### src/rtl/prbs_pkg.sv
// Shared definitions for the multi-polynomial PRBS generator: mode codes,
// per-mode widths and tap masks, and helpers that map a mode to its masks.
package prbs_pkg;

   typedef enum logic {
      ST_IDLE = 1'b0,
      ST_RUN  = 1'b1
   } prbs_state_e;

   localparam logic [2:0] PRBS7  = 3'd0;
   localparam logic [2:0] PRBS9  = 3'd1;
   localparam logic [2:0] PRBS15 = 3'd2;
   localparam logic [2:0] PRBS23 = 3'd3;
   localparam logic [2:0] PRBS31 = 3'd4;

   localparam int W_PRBS7  = 7;
   localparam int W_PRBS9  = 9;
   localparam int W_PRBS15 = 15;
   localparam int W_PRBS23 = 23;
   localparam int W_PRBS31 = 31;

   // One bit per x^k term of the polynomial, excluding the x^N term.
   localparam logic [63:0] M_PRBS7  = 64'h41;
   localparam logic [63:0] M_PRBS9  = 64'h021;
   localparam logic [63:0] M_PRBS15 = 64'h4001;
   localparam logic [63:0] M_PRBS23 = 64'h040001;
   localparam logic [63:0] M_PRBS31 = 64'h10000001;

   function automatic logic [2:0] prbs_norm_mode(input logic [2:0] mode);
      return (mode > PRBS31) ? PRBS31 : mode;
   endfunction

   function automatic logic [63:0] prbs_taps(input logic [2:0] mode);
      logic [63:0] m;
      case (prbs_norm_mode(mode))
         PRBS7:   m = M_PRBS7;
         PRBS9:   m = M_PRBS9;
         PRBS15:  m = M_PRBS15;
         PRBS23:  m = M_PRBS23;
         default: m = M_PRBS31;
      endcase
      return m;
   endfunction

   function automatic logic [63:0] prbs_vmask(input logic [2:0] mode);
      logic [63:0] m;
      case (prbs_norm_mode(mode))
         PRBS7:   m = 64'h7F;
         PRBS9:   m = 64'h1FF;
         PRBS15:  m = 64'h7FFF;
         PRBS23:  m = 64'h7FFFFF;
         default: m = 64'h7FFFFFFF;
      endcase
      return m;
   endfunction

endpackage

### src/rtl/prbs_lfsr_adv.sv
// Combinational C_DWIDTH-step advance of a Fibonacci shift-right LFSR for the
// selected polynomial; emits the generated bits with the first one at the MSB.
module prbs_lfsr_adv #(
   parameter int C_DWIDTH = 32,
   parameter int C_SWIDTH = 31
) (
   input  logic [C_SWIDTH-1:0] I_state,
   input  logic [2:0]          I_mode,
   output logic [C_SWIDTH-1:0] O_state,
   output logic [C_DWIDTH-1:0] O_word
);
   import prbs_pkg::*;

   logic [C_SWIDTH-1:0] taps;
   logic [C_SWIDTH-1:0] vmask;
   logic [C_SWIDTH-1:0] top;
   logic [C_SWIDTH-1:0] s;
   logic                fb;

   always_comb begin
      taps   = C_SWIDTH'(prbs_taps(I_mode));
      vmask  = C_SWIDTH'(prbs_vmask(I_mode));
      // Single bit at position N-1, where feedback re-enters the register.
      top    = vmask ^ (vmask >> 1);
      s      = I_state & vmask;
      fb     = 1'b0;
      O_word = '0;
      for (int i = 0; i < C_DWIDTH; i++) begin
         O_word[C_DWIDTH-1-i] = s[0];
         fb = ^(s & taps);
         s  = (s >> 1) | (fb ? top : '0);
      end
      O_state = s;
   end

endmodule

### src/rtl/prbs_gen_mp.sv
// Run-time selectable PRBS7/9/15/23/31 generator with a ready/valid output,
// seed load with zero-seed guard and single-bit error injection.
// Optional PRBS_GEN_MP_INV_EN adds I_inv for inverted-pattern output.
module prbs_gen_mp #(
   parameter int C_DWIDTH = 32,
   parameter int C_SWIDTH = 31,
   parameter int C_CNT_W  = 16
) (
   input  logic                I_clk,
   input  logic                I_rst_n,
   input  logic [2:0]          I_mode,
   input  logic [C_SWIDTH-1:0] I_init,
   input  logic                I_init_v,
   input  logic                I_en,
   input  logic                I_inj,
`ifdef PRBS_GEN_MP_INV_EN
   input  logic                I_inv,
`endif
   input  logic                I_ready,
   output logic [C_DWIDTH-1:0] O_prbs,
   output logic                O_prbs_v,
   output logic                O_run,
   output logic [C_CNT_W-1:0]  O_inj_cnt
);
   import prbs_pkg::*;

   prbs_state_e         state_q, state_d;
   logic [2:0]          mode_q, mode_d;
   logic [C_SWIDTH-1:0] lfsr_q, lfsr_d;
   logic [C_DWIDTH-1:0] prbs_q, prbs_d;
   logic                prbs_v_q, prbs_v_d;
   logic                inj_pend_q, inj_pend_d;
   logic [C_CNT_W-1:0]  inj_cnt_q, inj_cnt_d;

   logic [2:0]          new_mode;
   logic [2:0]          src_mode;
   logic [C_SWIDTH-1:0] new_vmask;
   logic [C_SWIDTH-1:0] seed_m;
   logic [C_SWIDTH-1:0] seed_state;
   logic [C_SWIDTH-1:0] src_state;
   logic [C_SWIDTH-1:0] adv_state;
   logic [C_DWIDTH-1:0] adv_word;
   logic [C_DWIDTH-1:0] inv_mask;
   logic [C_DWIDTH-1:0] inj_mask;
   logic                adv;
   logic                inj_req;

   prbs_lfsr_adv #(
      .C_DWIDTH (C_DWIDTH),
      .C_SWIDTH (C_SWIDTH)
   ) u_adv (
      .I_state (src_state),
      .I_mode  (src_mode),
      .O_state (adv_state),
      .O_word  (adv_word)
   );

   always_comb begin
      new_mode   = prbs_norm_mode(I_mode);
      new_vmask  = C_SWIDTH'(prbs_vmask(new_mode));
      seed_m     = I_init & new_vmask;
      seed_state = (seed_m == '0) ? new_vmask : seed_m;
      // A seed arriving with an advance is used for that very word.
      src_state  = I_init_v ? seed_state : lfsr_q;
      src_mode   = I_init_v ? new_mode : mode_q;

      adv     = I_en & ((state_q == ST_RUN) | I_init_v) & (~prbs_v_q | I_ready);
      inj_req = inj_pend_q | I_inj;
`ifdef PRBS_GEN_MP_INV_EN
      inv_mask = {C_DWIDTH{I_inv}};
`else
      inv_mask = '0;
`endif
      inj_mask = C_DWIDTH'(inj_req);

      state_d    = I_init_v ? ST_RUN : state_q;
      mode_d     = I_init_v ? new_mode : mode_q;
      lfsr_d     = lfsr_q;
      prbs_d     = prbs_q;
      prbs_v_d   = prbs_v_q;
      inj_pend_d = inj_req;
      inj_cnt_d  = inj_cnt_q;

      if (adv) begin
         lfsr_d     = adv_state;
         prbs_d     = (adv_word ^ inv_mask) ^ inj_mask;
         prbs_v_d   = 1'b1;
         inj_pend_d = 1'b0;
         if (inj_req && !(&inj_cnt_q))
            inj_cnt_d = inj_cnt_q + 1'b1;
      end else begin
         if (I_init_v)
            lfsr_d = seed_state;
         if (I_ready)
            prbs_v_d = 1'b0;
      end
   end

   always_ff @(posedge I_clk or negedge I_rst_n) begin
      if (!I_rst_n) begin
         state_q    <= ST_IDLE;
         mode_q     <= PRBS31;
         lfsr_q     <= '0;
         prbs_q     <= '0;
         prbs_v_q   <= 1'b0;
         inj_pend_q <= 1'b0;
         inj_cnt_q  <= '0;
      end else begin
         state_q    <= state_d;
         mode_q     <= mode_d;
         lfsr_q     <= lfsr_d;
         prbs_q     <= prbs_d;
         prbs_v_q   <= prbs_v_d;
         inj_pend_q <= inj_pend_d;
         inj_cnt_q  <= inj_cnt_d;
      end
   end

   assign O_prbs    = prbs_q;
   assign O_prbs_v  = prbs_v_q;
   assign O_run     = (state_q == ST_RUN);
   assign O_inj_cnt = inj_cnt_q;

endmodule

### config.mk
export PLATFORM = sky130hd
export DESIGN_NAME = prbs_gen_mp
export DESIGN_NICKNAME = d
export VERILOG_FILES = /design/src/rtl/prbs_pkg.sv /design/src/rtl/prbs_lfsr_adv.sv /design/src/rtl/prbs_gen_mp.sv
export SDC_FILE = /design/constraint.sdc
export NUM_CORES = 1
export LEC_CHECK = 0
export CORE_MARGIN = 4
export CORE_UTILIZATION = 55
export DETAILED_ROUTE_END_ITERATION = 7
export GPL_TIMING_DRIVEN = 0
export PLACE_DENSITY = 0.78
export SKIP_CTS_REPAIR_TIMING = 1
export SYNTH_ARGS = -nofsm -noshare
export SYNTH_HDL_FRONTEND = slang
export SYNTH_HIERARCHICAL = 1
export SYNTH_SLANG_ARGS = --single-unit
### constraint.sdc
create_clock -name I_clk -period 10.1 [get_ports I_clk]
set_input_delay 2.02 -clock I_clk [delete_from_list [all_inputs] [get_ports I_clk]]
set_output_delay 2.02 -clock I_clk [all_outputs]
set_load 0.05 [all_outputs]
==> impl_results.md <==
* Met2 Track Usage GR at 53.88%
* DRC violations left at 19
* Kind of end point of the critical path: flop
* Met1 Use GR at 53.01%
* Root Buffer: clkbuf_16
* RSZ-0062 raised after global routing: yes
* Max Clock Freq at 0.09483 GHz
* Clock latency on the worst-skew pair at 360 ps
* DR WL/cell at 24.54 um
* Final hold violations at 0
* I/O pin cnt at 90
* Core area at 15430 um^2
* R2r setup slk at 1820 ps
* Mapped Cells at 1151
* Total track usage at 37.51%
* Via count of the first global-routing pass at 8831
* Most common cell in the netlist: nand2_1
* Final hold slack at 473.5 ps
* Adder-cell area share of the yosys netlist at 0.3705%
* Slowest stage delay, CP at 550 ps
* M3 GR Usage at 9.265%
* Post-synthesis cell type count at 91
* Starting Density at 56.92%
* Yosys reg bits at 85
* Top cells by count, synth: nand2_1 (213), nor2_1 (112), dfrtp_1 (84)
* CTS Sinks at 85
* Endpoints failing setup at 14
* Final setup margin at -445.6 ps
* Compound-Gate Fraction of Synth Area at 23.95%
* CTS Buffer Depth at 2
* Slowest-stage cell, CP: or4_4
* Primary FF master, synth: dfrtp_1
* Busiest grt layer: met2
* Post-Synth XOR/XNOR Area at 18.15%
* IO Port Bufs at 88
* Hold Startpoint: O_prbs[23]
* Fill cells at 995
* Critical Path Source Type: primary input
* Vias post-DR at 10660
* Routed vias/inst at 6.747
* H-tree Lvls at 3
* CP arrival at 10770 ps
* Pin slew with the least headroom to its limit at 1004 ps
* Reg clk slew, reported paths at 70 ps
* Grt total ovfl at 0
* Final Wtd Congestion at 1.108
* Share of the synthesized area in the top cell type at 23.94%
* Largest net degree at the start of global routing at 71
* Hold Path Sink: O_prbs[23]
* Register area share after synthesis at 24.24%
* Async set-or-reset flop fraction in the synthesized netlist at 100.0%
* Hold path cells at 2
* Reg2reg path depth at 29
* HPWL Detailed at 26.43 mm
* DRT Pass-1 Iters at 8
* Leading area contributor after synthesis: dfrtp_1
* Fin nets at 1405
* Slew Limit Fails at 0
* Worst r2r src: mode_q[2]
* Cts bufs inserted at 9
* Mux contribution to synthesized area at 3.904%
* WS Path Type: primary input to flop
* CTS tree: done
* Syn Area/Cell at 7.629 um^2
* First-pass GRT wire length at 51.92 mm
* Ranking of synthesized cells by area: dfrtp_1 (24%), nand2_1 (9.1%), xnor2_1 (6.5%)
* Post-synth EDFFs at 0
* Violated checks: DRC, setup timing
* Layout cells sized above 1 at 26.95%
* Post-Route Skew at 11.46 ps
* Yosys Warn Count at 6
* Core Rows at 45
* Cell area after synthesis at 8781 um^2
* Fin crit share at 104.4%
* Initial DRC Count at 2043
* Hold WC Path Type: flop to flop
* Syn nets at 1192
* # diodes at 0
* Relative slew slack at 32.80%
* Post-route ant nets at 0
* Final Critical Period at 10550 ps
* Setup TNS at -3590 ps
* Synth-to-Final Area Change at 43.70%
* Die Area at 18050 um^2
* Worst EP required at 10320 ps
* Final wirelength at 38.77 mm
* Initial antenna violation count at 0
* Outcome: complete, but fails checks
* Max FO, Critical Path at 8
* Die H at 134.4 um
* Largest family of logic cells by synthesized area: simple AND/OR/NAND/NOR gates
* Die width at 134.4 um
* FF-to-FF End: lfsr_q[5]
* Max-cap violations at 0
* Simple-gate share of the synthesized area at 24.29%
[critical path: cells and delay by family]
kind / cells / cell delay [ps]
xor+xnor: 13 / 3490
simple gates: 8 / 1820
mux: 2 / 680
buf+inv: 5 / 750
compound gates: 8 / 1980
[cells in the final DEF, fill, tap and decap left out, types with 23 or more instances in the layout]
master | netlist | routed
o21ai_0 | 68 | 57
xnor2_1 | 65 | 37
clkbuf_1 | 54 | 37
nand2_1 | 213 | 208
clkdlybuf4s50_1 | 0 | 60
buf_4 | 7 | 114
xor2_1 | 49 | 37
a31oi_1 | 26 | 26
inv_1 | 24 | 23
a21oi_1 | 73 | 56
dfrtp_1 | 84 | 84
nor2_1 | 112 | 100
[how the worst max path moves through the flow]
stage / start / end / depth (start not counted)
6_report: I_init[29] / lfsr_q[5] / 36
5_1_grt: I_init[29] / lfsr_q[5] / 36
4_1_cts: I_init[29] / lfsr_q[5] / 34
3_5_place_dp: I_init[29] / lfsr_q[5] / 34
3_3_place_gp: I_init[29] / lfsr_q[5] / 32
2_1_floorplan: I_init[9] / lfsr_q[14] / 35
[kinds of logic (layout without fill, tap and decap cells)]
group           after synthesis  count (layout)
simple gates                468             468
compound gates              315             315
xor+xnor                    143             143
buf+inv                     106             324
flops                        85              85
mux                          31              31
fa+ha+maj                     3               3
[state kept, by name, summed over array words and instances, names as in the netlist]
signal	flops
inj_pend_q	1
mode_q	3
O_prbs_v	1
O_prbs	32
O_run	1
lfsr_q	31
O_inj_cnt	16
[routing by layer]
metal	vias to the layer above	share of wire [%]
met2	922	42
li1	4496	-
met3	265	14
met5	-	0
met4	0	7.3
met1	4977	36
[per-stage QoR]
step	area [um^2]	worst slack [ps]	cells	utilization [%]
after floorplan	8909	59.13	1151	-
after global placement	10050	-2863	1450	65.17
after detailed placement	10080	-2872	1451	65.33
after CTS	10380	-2585	1467	67.28
after global routing	12620	-593.5	1580	81.79
final	12620	-445.6	1580	81.79
[layout make-up]
type	instances	area, um^2	share of cell area, %
clock buffers	10	229.0	1.815
plain buffers	81	457.9	3.629
clock inverters	6	72.57	0.5751
inverters	24	93.84	0.7437
flip-flops and latches	85	2128	16.87
well taps	211	264.0	2.092
repair buffers	203	1896	15.02
multi-input cells	960	7477	59.26
Power is not shown: default switching activity piles up to over one toggle a cycle in this logic, so the estimate is an artifact.
